[src/rtl/rename_pkg.sv]
// Shared sizing and types for the rename register file / RAT slice.
// The module parameters default to these values; the typedefs describe the default configuration.
package rename_pkg;
    localparam int NREG  = 32;
    localparam int XLEN  = 32;
    localparam int TAG_W = 4;
    localparam int NSRC  = 2;
    localparam int RW    = $clog2(NREG);

    typedef logic [RW-1:0]    reg_idx_t;
    typedef logic [TAG_W-1:0] rob_tag_t;
    typedef logic [XLEN-1:0]  xlen_t;
endpackage

[src/rtl/rename_regfile_if.sv]
// Commit, rename-request and response signals between dispatch/ROB (master) and the RAT (slave).
interface rename_regfile_if #(
    parameter int NREG  = rename_pkg::NREG,
    parameter int XLEN  = rename_pkg::XLEN,
    parameter int TAG_W = rename_pkg::TAG_W,
    parameter int NSRC  = rename_pkg::NSRC
);
    localparam int RW = $clog2(NREG);

    logic                  cm_valid;
    logic [RW-1:0]         cm_rd;
    logic [TAG_W-1:0]      cm_tag;
    logic [XLEN-1:0]       cm_value;

    logic                  rn_valid;
    logic [TAG_W-1:0]      rn_id;
    logic [NSRC-1:0]       rn_src_en;
    logic [NSRC*RW-1:0]    rn_src;
    logic                  rn_has_rd;
    logic [RW-1:0]         rn_rd;

    logic                  rsp_valid;
    logic [TAG_W-1:0]      rsp_id;
    logic [NSRC-1:0]       rsp_busy;
    logic [NSRC*TAG_W-1:0] rsp_tag;
    logic [NSRC*XLEN-1:0]  rsp_data;

    modport master (
        output cm_valid, cm_rd, cm_tag, cm_value,
        output rn_valid, rn_id, rn_src_en, rn_src, rn_has_rd, rn_rd,
        input  rsp_valid, rsp_id, rsp_busy, rsp_tag, rsp_data
    );

    modport slave (
        input  cm_valid, cm_rd, cm_tag, cm_value,
        input  rn_valid, rn_id, rn_src_en, rn_src, rn_has_rd, rn_rd,
        output rsp_valid, rsp_id, rsp_busy, rsp_tag, rsp_data
    );
endinterface

[src/rtl/rename_src_port.sv]
// Combinational lookup for one source operand: value, producer tag, or same-cycle commit bypass.
// The bypass is built only when RENAME_REGFILE_COMMIT_BYPASS_EN is defined.
module rename_src_port #(
    parameter int RW    = rename_pkg::RW,
    parameter int TAG_W = rename_pkg::TAG_W,
    parameter int XLEN  = rename_pkg::XLEN
) (
    input  logic             i_en,
    input  logic [RW-1:0]    i_src,
    input  logic             i_busy,
    input  logic [TAG_W-1:0] i_tag,
    input  logic [XLEN-1:0]  i_value,
`ifdef RENAME_REGFILE_COMMIT_BYPASS_EN
    input  logic             i_cm_valid,
    input  logic [RW-1:0]    i_cm_rd,
    input  logic [TAG_W-1:0] i_cm_tag,
    input  logic [XLEN-1:0]  i_cm_value,
`endif
    output logic             o_busy,
    output logic [TAG_W-1:0] o_tag,
    output logic [XLEN-1:0]  o_data
);

`ifdef RENAME_REGFILE_COMMIT_BYPASS_EN
    // Only the producer currently owning the register may resolve it early.
    logic w_bypass;
    assign w_bypass = i_cm_valid && (i_cm_rd == i_src) && (i_cm_tag == i_tag);
`endif

    always_comb begin
        o_busy = 1'b0;
        o_tag  = '0;
        o_data = '0;
        if (i_en && (i_src != '0)) begin
            if (!i_busy) begin
                o_data = i_value;
            end
`ifdef RENAME_REGFILE_COMMIT_BYPASS_EN
            else if (w_bypass) begin
                o_data = i_cm_value;
            end
`endif
            else begin
                o_busy = 1'b1;
                o_tag  = i_tag;
            end
        end
    end

endmodule

[src/rtl/rename_regfile.sv]
// Architectural register file plus RAT: NSRC-port rename lookup with a 1-cycle registered response.
// Optional same-cycle commit bypass: RENAME_REGFILE_COMMIT_BYPASS_EN.
module rename_regfile #(
    parameter int NREG  = rename_pkg::NREG,
    parameter int XLEN  = rename_pkg::XLEN,
    parameter int TAG_W = rename_pkg::TAG_W,
    parameter int NSRC  = rename_pkg::NSRC
) (
    input  logic              clk,
    input  logic              rst,
    input  logic              rdy,
    input  logic              flush,
    rename_regfile_if.slave   bus
);
    localparam int RW = $clog2(NREG);

    logic [NREG-1:0]       w_busy;
    logic [TAG_W-1:0]      w_tag   [NREG];
    logic [XLEN-1:0]       w_value [NREG];

    logic                  w_cm_wr;
    logic                  w_rn_wr;

    logic [NSRC-1:0]       w_port_busy;
    logic [NSRC*TAG_W-1:0] w_port_tag;
    logic [NSRC*XLEN-1:0]  w_port_data;

    logic                  r_rsp_valid;
    logic [TAG_W-1:0]      r_rsp_id;
    logic [NSRC-1:0]       r_rsp_busy;
    logic [NSRC*TAG_W-1:0] r_rsp_tag;
    logic [NSRC*XLEN-1:0]  r_rsp_data;

    assign w_cm_wr = bus.cm_valid && (bus.cm_rd != '0);
    assign w_rn_wr = bus.rn_valid && bus.rn_has_rd && (bus.rn_rd != '0) && !flush;

    genvar gi;

    // x0 is never addressed by either write enable, so its entry stays at its reset value.
    for (gi = 0; gi < NREG; gi++) begin : g_reg
        logic             r_busy;
        logic [TAG_W-1:0] r_tag;
        logic [XLEN-1:0]  r_value;
        logic             w_cm_hit;
        logic             w_rn_hit;

        assign w_cm_hit = w_cm_wr && (bus.cm_rd == RW'(gi));
        assign w_rn_hit = w_rn_wr && (bus.rn_rd == RW'(gi));

        always_ff @(posedge clk) begin
            if (rst) begin
                r_busy  <= 1'b0;
                r_tag   <= '0;
                r_value <= '0;
            end else if (rdy) begin
                if (w_cm_hit) begin
                    r_value <= bus.cm_value;
                end
                // Rename beats a same-cycle commit; a stale commit tag leaves the newer producer busy.
                if (flush) begin
                    r_busy <= 1'b0;
                end else if (w_rn_hit) begin
                    r_busy <= 1'b1;
                    r_tag  <= bus.rn_id;
                end else if (w_cm_hit && (r_tag == bus.cm_tag)) begin
                    r_busy <= 1'b0;
                end
            end
        end

        assign w_busy[gi]  = r_busy;
        assign w_tag[gi]   = r_tag;
        assign w_value[gi] = r_value;
    end

    for (gi = 0; gi < NSRC; gi++) begin : g_port
        logic [RW-1:0] w_src;
        assign w_src = bus.rn_src[gi*RW +: RW];

        rename_src_port #(
            .RW    (RW),
            .TAG_W (TAG_W),
            .XLEN  (XLEN)
        ) u_src_port (
            .i_en       (bus.rn_src_en[gi]),
            .i_src      (w_src),
            .i_busy     (w_busy[w_src]),
            .i_tag      (w_tag[w_src]),
            .i_value    (w_value[w_src]),
`ifdef RENAME_REGFILE_COMMIT_BYPASS_EN
            .i_cm_valid (bus.cm_valid),
            .i_cm_rd    (bus.cm_rd),
            .i_cm_tag   (bus.cm_tag),
            .i_cm_value (bus.cm_value),
`endif
            .o_busy     (w_port_busy[gi]),
            .o_tag      (w_port_tag[gi*TAG_W +: TAG_W]),
            .o_data     (w_port_data[gi*XLEN +: XLEN])
        );
    end

    always_ff @(posedge clk) begin
        if (rst) begin
            r_rsp_valid <= 1'b0;
            r_rsp_id    <= '0;
            r_rsp_busy  <= '0;
            r_rsp_tag   <= '0;
            r_rsp_data  <= '0;
        end else if (rdy) begin
            if (flush) begin
                r_rsp_valid <= 1'b0;
            end else begin
                r_rsp_valid <= bus.rn_valid;
                if (bus.rn_valid) begin
                    r_rsp_id   <= bus.rn_id;
                    r_rsp_busy <= w_port_busy;
                    r_rsp_tag  <= w_port_tag;
                    r_rsp_data <= w_port_data;
                end
            end
        end
    end

    assign bus.rsp_valid = r_rsp_valid;
    assign bus.rsp_id    = r_rsp_id;
    assign bus.rsp_busy  = r_rsp_busy;
    assign bus.rsp_tag   = r_rsp_tag;
    assign bus.rsp_data  = r_rsp_data;

endmodule

[src/flat_wrapper.sv]
// flat-port wrapper written by rule: the top's interface ports become plain ports
module rename_regfile_flat 
#(
    parameter int NREG  = rename_pkg::NREG,
    parameter int XLEN  = rename_pkg::XLEN,
    parameter int TAG_W = rename_pkg::TAG_W,
    parameter int NSRC  = rename_pkg::NSRC
)
  (clk, rst, rdy, flush, bus_cm_valid, bus_cm_rd, bus_cm_tag, bus_cm_value, bus_rn_valid, bus_rn_id, bus_rn_src_en, bus_rn_src, bus_rn_has_rd, bus_rn_rd, bus_rsp_valid, bus_rsp_id, bus_rsp_busy, bus_rsp_tag, bus_rsp_data);
  rename_regfile_if #(.NREG(NREG), .XLEN(XLEN), .TAG_W(TAG_W), .NSRC(NSRC)) bus_i ();
  input  logic clk;
  input  logic rst;
  input  logic rdy;
  input  logic flush;
  input wire logic [$bits(bus_i.cm_valid)-1:0] bus_cm_valid;
  input wire logic [$bits(bus_i.cm_rd)-1:0] bus_cm_rd;
  input wire logic [$bits(bus_i.cm_tag)-1:0] bus_cm_tag;
  input wire logic [$bits(bus_i.cm_value)-1:0] bus_cm_value;
  input wire logic [$bits(bus_i.rn_valid)-1:0] bus_rn_valid;
  input wire logic [$bits(bus_i.rn_id)-1:0] bus_rn_id;
  input wire logic [$bits(bus_i.rn_src_en)-1:0] bus_rn_src_en;
  input wire logic [$bits(bus_i.rn_src)-1:0] bus_rn_src;
  input wire logic [$bits(bus_i.rn_has_rd)-1:0] bus_rn_has_rd;
  input wire logic [$bits(bus_i.rn_rd)-1:0] bus_rn_rd;
  output wire logic [$bits(bus_i.rsp_valid)-1:0] bus_rsp_valid;
  output wire logic [$bits(bus_i.rsp_id)-1:0] bus_rsp_id;
  output wire logic [$bits(bus_i.rsp_busy)-1:0] bus_rsp_busy;
  output wire logic [$bits(bus_i.rsp_tag)-1:0] bus_rsp_tag;
  output wire logic [$bits(bus_i.rsp_data)-1:0] bus_rsp_data;
  assign bus_i.cm_valid = bus_cm_valid;
  assign bus_i.cm_rd = bus_cm_rd;
  assign bus_i.cm_tag = bus_cm_tag;
  assign bus_i.cm_value = bus_cm_value;
  assign bus_i.rn_valid = bus_rn_valid;
  assign bus_i.rn_id = bus_rn_id;
  assign bus_i.rn_src_en = bus_rn_src_en;
  assign bus_i.rn_src = bus_rn_src;
  assign bus_i.rn_has_rd = bus_rn_has_rd;
  assign bus_i.rn_rd = bus_rn_rd;
  assign bus_rsp_valid = bus_i.rsp_valid;
  assign bus_rsp_id = bus_i.rsp_id;
  assign bus_rsp_busy = bus_i.rsp_busy;
  assign bus_rsp_tag = bus_i.rsp_tag;
  assign bus_rsp_data = bus_i.rsp_data;
  rename_regfile #(.NREG(NREG), .XLEN(XLEN), .TAG_W(TAG_W), .NSRC(NSRC)) u_core (.clk(clk), .rst(rst), .rdy(rdy), .flush(flush), .bus(bus_i));
endmodule
[config.mk]
export PLATFORM = sky130hd
export DESIGN_NAME = rename_regfile_flat
export DESIGN_NICKNAME = d
export VERILOG_FILES = /design/src/rtl/rename_pkg.sv /design/src/rtl/rename_regfile_if.sv /design/src/rtl/rename_src_port.sv /design/src/rtl/rename_regfile.sv /design/src/flat_wrapper.sv
export SDC_FILE = /design/constraint.sdc
export NUM_CORES = 2
export LEC_CHECK = 0
export BUFFER_PORTS_ARGS = -buffer_cell sky130_fd_sc_hd__buf_2
export CAP_MARGIN = 20
export CORE_ASPECT_RATIO = 1.75
export CORE_UTILIZATION = 30
export DETAILED_ROUTE_END_ITERATION = 10
export PLACE_DENSITY = 0.55
export RECOVER_POWER = 100
export SYNTH_ARGS = -nofsm -noshare
export SYNTH_HDL_FRONTEND = slang
export SYNTH_SLANG_ARGS = --single-unit
[constraint.sdc]
create_clock -name clk -period 2.9 [get_ports clk]
set_clock_uncertainty 0.15 [all_clocks]
set_input_delay 0.58 -clock clk [delete_from_list [all_inputs] [get_ports clk]]
set_output_delay 0.58 -clock clk [all_outputs]
set_load 0.02 [all_outputs]
# == Word-level counts from Yosys, hierarchy flattened ==
# Cells that the tools add are included.
# totals
ff_bits,1263
input_bits,69
out_inout_bits,79
word_cells,565
# classes
magnitude_cmp,4
n_eq_ne,94
muxes,125
bitwise_logic,3
reduce_logical,238
# ops
cell,count
binary-select mux 32 bit (select 5 bit),2
two-way mux 32 bit,8
== test 5 bit (second input constant),32
== test 4 bit,32
AND reduction 2 bit,64
two-way mux 1 bit,103
logical AND 1 bit,102
AND reduction 3 bit,33
nonzero test 3 bit,32
== test 5 x 4 -> 1 bit (second input constant),16
binary-select mux 4 bit (select 5 bit),2
== test 5 x 3 -> 1 bit (second input constant),8
two-way mux 4 bit,8
== test 5 x 2 -> 1 bit (second input constant),4
nonzero test 5 bit,4
greater-or-equal comparator 6 bit (second input constant),2
< comparator 5 x 6 -> 1 bit (second input constant),2
inverter 5 -> 6 bit,2
binary-select mux 1 bit (select 5 bit),2
== test 5 x 1 -> 1 bit (second input constant),2
zero test 5 bit,2
zero test 1 bit,1
inverter 1 bit,1

# == Longest topological paths before layout ==
# logic_depth
word_depth,7
ltp_mapped,11
mapped_depth_nobuf,6

# == By module ==
# A second synthesis with hierarchy kept.
# unflattened
hier_cells,8551
hier_area_um2,66284.8
# modules_own_cells
mod,n_inst,cells_each,area_per_inst_um2,seq_area_each_um2
rename_regfile,1,8373,65171.3,25284.2
rename_src_port,2,89,556.8,0.0

# == Worst setup path before layout ==
# OpenSTA, ideal clock, no wires.
# synth_timing
kind,in2reg
startpoint,input port bus_rn_src[1]
endpoint,register u_core.r_rsp_data[19] (netlist: u_core.bus.rsp_data[19])
setup_ps,120
t_arrival_ps,2391
required_ps,2630
setup_slack_ps,239
stages,8
n_path_buf,4
cell_sequence,buf_6 -> buf_6 -> buf_4 -> buf_1 -> mux4_2 -> mux4_2 -> a21oi_1 -> o21ai_1
# synth_between
elab_chain_cells,6
word_cells_on_any_way,10
classes_between,mux: 7; bitwise: 1; reduce/logical: 2
# synth_lines
item,line_no,source
start: declaration,flat_wrapper.sv:22,input wire logic [$bits(bus_i.rn_src)-1:0] bus_rn_src;
inverter 5 -> 6 bit (not written as such),rename_regfile.sv:89,".i_value (w_value[w_src]),"
binary-select mux 32 bit (select 5 bit),rename_regfile.sv:89,
two-way mux 32 bit (not written as such) (2 in a row),rename_regfile.sv:89,
two-way mux 32 bit,rename_src_port.sv:35,if (!i_busy) begin
two-way mux 32 bit (*),rename_src_port.sv:34,if (i_en && (i_src != '0)) begin
end signal: assignment,rename_regfile.sv:118,r_rsp_data <= w_port_data;
end: declaration,rename_regfile.sv:32,logic [NSRC*XLEN-1:0] r_rsp_data;
# Every way passes the cells marked *; elsewhere a longest branch is shown, timed or not. The select of a mux whose other input is x is not followed.
# A chain may end at the register's enable or synchronous reset.

# == Worst setup path in the final report ==
# layout_timing
startpoint,input port bus_cm_rd[2]
endpoint,register u_core.g_reg[25].r_value[19]
# layout_between
elab_chain_cells,4
word_cells_on_any_way,5
classes_between,eq/ne: 1; reduce/logical: 4
# layout_lines
item,line_no,source
start: declaration,flat_wrapper.sv:16,input wire logic [$bits(bus_i.cm_rd)-1:0] bus_cm_rd;
nonzero test 5 bit,rename_regfile.sv:34,assign w_cm_wr = bus.cm_valid && (bus.cm_rd != '0);
logical AND 1 bit,rename_regfile.sv:34,
logical AND 1 bit (*),rename_regfile.sv:47,assign w_cm_hit = w_cm_wr && (bus.cm_rd == RW'(gi));
AND reduction 2 bit (no source line) (*),n/a,
end signal: assignment,rename_regfile.sv:57,r_value <= bus.cm_value;
end: declaration,rename_regfile.sv:43,logic [XLEN-1:0] r_value;
# Every way passes the cells marked *; elsewhere a longest branch is shown, timed or not.

==> run_results.csv <==
group,metric,value,unit
outcome,outcome,"finished clean",
sta,slew_violations,0,
placed_design,pre_cts_slack,-0.03975,ns
synthesis,synth_fa_ha_area_frac,0,
sta,fin_ws,0.1698,ns
drt,drc_errors,0,
synthesis,ys_dominant_reg_cell,"dfxtp_1",
drt,vias_per_cell,5.885,
drt,first_pass_iters,9,
synthesis,yosys.area.top_type,"dfxtp_1",
clocking,root_buffer,"clkbuf_16",
final_layout,finalInstanceArea,0.07419,mm^2
global_route,grt_usage,0.2720,
power,total_power,37.44,mW
placed_design,portBuffers,147,
drt,drt_iter0_drc,6838,
final_layout,fin_cells,10110,
floorplan,boundaryPins,148,
placed_design,dp.final_hpwl,195.0,mm
power,p_per_area,504.7,mW/mm^2
clocking,clkLatencyLatePin,0.77,ns
drt,met1Wirelength,105.4,mm
final_layout,drive_gt1_frac,0.1720,
clocking,clockBufferDepth,3,
floorplan,fp.dieH,614.6,um
synthesis,synth-seq-area-share,0.3930,
worst_setup_path,cp_cell_sequence,"clkbuf_1 -> buf_4 -> nor2b_1 -> nand2_1 -> clkbuf_1 -> nor2_4 -> clkbuf_2 -> nand2_1 -> a21oi_1",
drt,vias,59480,
drt,wl_met3,26.83,mm
worst_setup_path,r2r_cells,8,
sta,finalHoldWorstSlack,0.1046,ns
placed_design,dpl.cell_count,9890,
drt,drtAntennaViolNets,0,
sta,grt_setup_unrepaired,"no",
clocking,cts.sinks,1263,
hold_path,hold_path_class,"in -> reg",
floorplan,row_count,224,
synthesis,syn-num-nets,7275,
final_layout,final_common_cell,"nand2_1",
worst_setup_path,path_delay_family,"buffers and inverters",
synthesis,yosysTopAreaCellShare,0.3930,
sta,min_period,2.730,ns
worst_setup_path,critPathMaxStageDelay,0.99,ns
synthesis,synth_seq_cells,1263,
drt,avgRoutedWirePerCell,30.19,um
synthesis,synth_compound_area_frac,0.1411,
worst_setup_path,cp-startpoint,"bus_cm_rd[2]",
synthesis,synth_xor_area_frac,0.01688,
worst_setup_path,crit_slowest_cell,"clkbuf_2",
global_route,grt_pass1_vias,58230,
worst_setup_path,cp-end-kind,"register",
floorplan,fp.dieW,352.1,um
final_layout,syn_to_final_growth,15.30,%
power,p_leak,24.42,nW
worst_setup_path,reg2reg_to,"u_core.bus.rsp_data[27]$_SDFFE_PP0P_",
clocking,clk_pin_slew_worst_paths,0.07,ns
synthesis,ys_types,59,
final_layout,finalNetCount,7251,
sta,finalHoldViolations,0,
synthesis,synth_top_family_by_area,"multiplexers",
global_route,grt_start_max_net_pins,166,
drt,top_layer,"met5",
worst_setup_path,r2r_slack,0.23,ns
clocking,cts_tree,"yes",
global_route,globalRouteOverflowTotal,0,
synthesis,yosys.area_share.simple,0.1579,
worst_setup_path,critPathKind,"in -> reg",
worst_setup_path,cp.depth,9,
clocking,htree_levels,3,
clocking,hold_buffers,0,
synthesis,synth_area,0.06434,mm^2
placed_design,gp_congestion,0.9492,
drt,wl_met2,142.9,mm
worst_setup_path,cp.required,3.41,ns
worst_setup_path,crit_buf_inv,4,
clocking,post-cts-setup-buffers,0,
global_route,grt_pass1_wl,428.3,mm
worst_setup_path,crit_fanout,24,
final_layout,fillerInstances,21820,
floorplan,core,0.2130,mm^2
synthesis,yosysWarningCount,0,
worst_setup_path,cp-start-kind,"input pin",
power,peakVddDrop,0.0005454,V
sta,tightest_slew,1.409,ns
final_layout,final_cell_mix,"nand2_1, dfxtp_1, a21oi_1",
floorplan,floorplan.die_area,0.2164,mm^2
clocking,cts_buffers,115,
clocking,ctsResizeCount,0,
worst_setup_path,crit_arrival,3.24,ns
flow_run,drv_cap,0,
synthesis,synth_mux_area_frac,0.2430,
global_route,antenna_found_initial,30,
placed_design,dpl_cell_area,0.07105,mm^2
synthesis,async_flop_share,0,
sta,setup_viol,0,
drt,totalWireLength,305.2,mm
synthesis,yosys-top-cells-area,"dfxtp_1, mux4_2, nand2_1",
sta,maxSlewHeadroom,0.06057,
synthesis,syn_avg_cell_area,8.929,um^2
worst_setup_path,endpoint,"u_core.g_reg[25].r_value[19]$_SDFFE_PP0P_",
synthesis,postSynthCellCount,7206,
floorplan,initial_core_util,0.3021,
worst_setup_path,reg2reg_from,"u_core.g_reg[4].r_busy$_SDFFE_PP0P_",
sta,fin_crit_sh,0.9414,
sta,max_freq,366.3,MHz
synthesis,synth-edff-count,0,
==> synthesized netlist by cell type (all sizes together), types with 3 or more instances <==
library cell  count
nand2b           12
and2              6
inv               3
xnor2            69
nand4            20
nor2b            50
o2111a           27
nor2            159
buf             169
dfxtp          1263
nor4             17
mux2i           390
nor3             11
and3              5
mux2             28
o21ai           134
a221o            35
a21oi          1187
o211ai           29
nor3b             3
or3               3
a41o              5
a31oi            10
nand2          2188
clkbuf          548
a22oi            58
a21o              5
a221oi           56
o22ai            37
mux4            507
nand3            94
a32oi             4
xor2             55
==> report_power, final <==
part / leakage, nW / internal (mW) / total [mW] / switching (mW)
registers: 10.2 / 17.4 / 17.5 / 0.0574
clock network: 1.97 / 9.07 / 16.6 / 7.54
logic: 12.3 / 1.08 / 3.38 / 2.30
total: 24.4 / 27.5 / 37.4 / 9.89
==> final cells by class <==
cell class	count	area [um^2]	share of cell area
antenna	8	20.02	0.0002699
tap	2825	3535	0.04765
multi-input combinational	5223	36040	0.4858
clock inverter	46	591.8	0.007977
inverter	3	13.76	0.0001855
sequential	1263	25280	0.3408
timing repair buffer	576	5301	0.07146
clock buffer	163	3398	0.04581
==> how the worst min path moves through the flow <==
stage	start	end	slack [ns]	depth (start not counted)
floorplan	u_core.g_reg[0].r_busy$_SDFFE_PP0P_	u_core.g_reg[0].r_busy$_SDFFE_PP0P_	0.27	2
global placement	u_core.bus.rsp_data[0]$_SDFFE_PP0P_	u_core.bus.rsp_data[0]$_SDFFE_PP0P_	0.29	2
detailed placement	u_core.bus.rsp_data[0]$_SDFFE_PP0P_	u_core.bus.rsp_data[0]$_SDFFE_PP0P_	0.30	2
CTS	rst	u_core.g_reg[16].r_tag[2]$_SDFFE_PP0P_	0.06	2
global route	bus_rn_id[2]	u_core.g_reg[20].r_tag[2]$_SDFFE_PP0P_	0.12	3
finish	bus_rn_id[2]	u_core.g_reg[23].r_tag[2]$_SDFFE_PP0P_	0.10	3
==> tightest hold or removal path, delay by kind of cell <==
kind / cells / cell delay, ns
buffers and inverters: 1 / 0.22
AND/OR/NAND/NOR: 1 / 0.11
AO/OA/AOI/OAI: 1 / 0.06
==> sequential cells by signal, summed over array words and instances, names as in the netlist <==
name	count
u_core.g.r_value	1024
u_core.g.r_tag	128
u_core.bus.rsp_data	64
u_core.g.r_busy	32
u_core.bus.rsp_tag	8
u_core.bus.rsp_id	4
u_core.bus.rsp_busy	2
u_core.bus.rsp_valid	1
==> metrics by stage <==
stage	setup TNS, ns	utilization
after floorplan	0	-
after global placement	0	0.3336
after detailed placement	-0.1370	0.3336
after CTS	0	0.3523
after global routing	0	0.3482
final	0	0.3483
==> per-layer routing <==
layer  up-vias  track usage
met1     29270       0.3010
li1      25280            -
met3      1322      0.05524
met2      3570       0.4479
met5         -            0
met4        36       0.2286
==> kinds of logic after synthesis <==
kind of cell / after synthesis
xor gates and xnor gates: 124
AOI/OAI and AO/OA: 1597
and+or+nand+nor: 2577
buffers and inverters: 720
DFF: 1263
muxes: 925
Note: power is estimated with default switching activity, not from simulation.
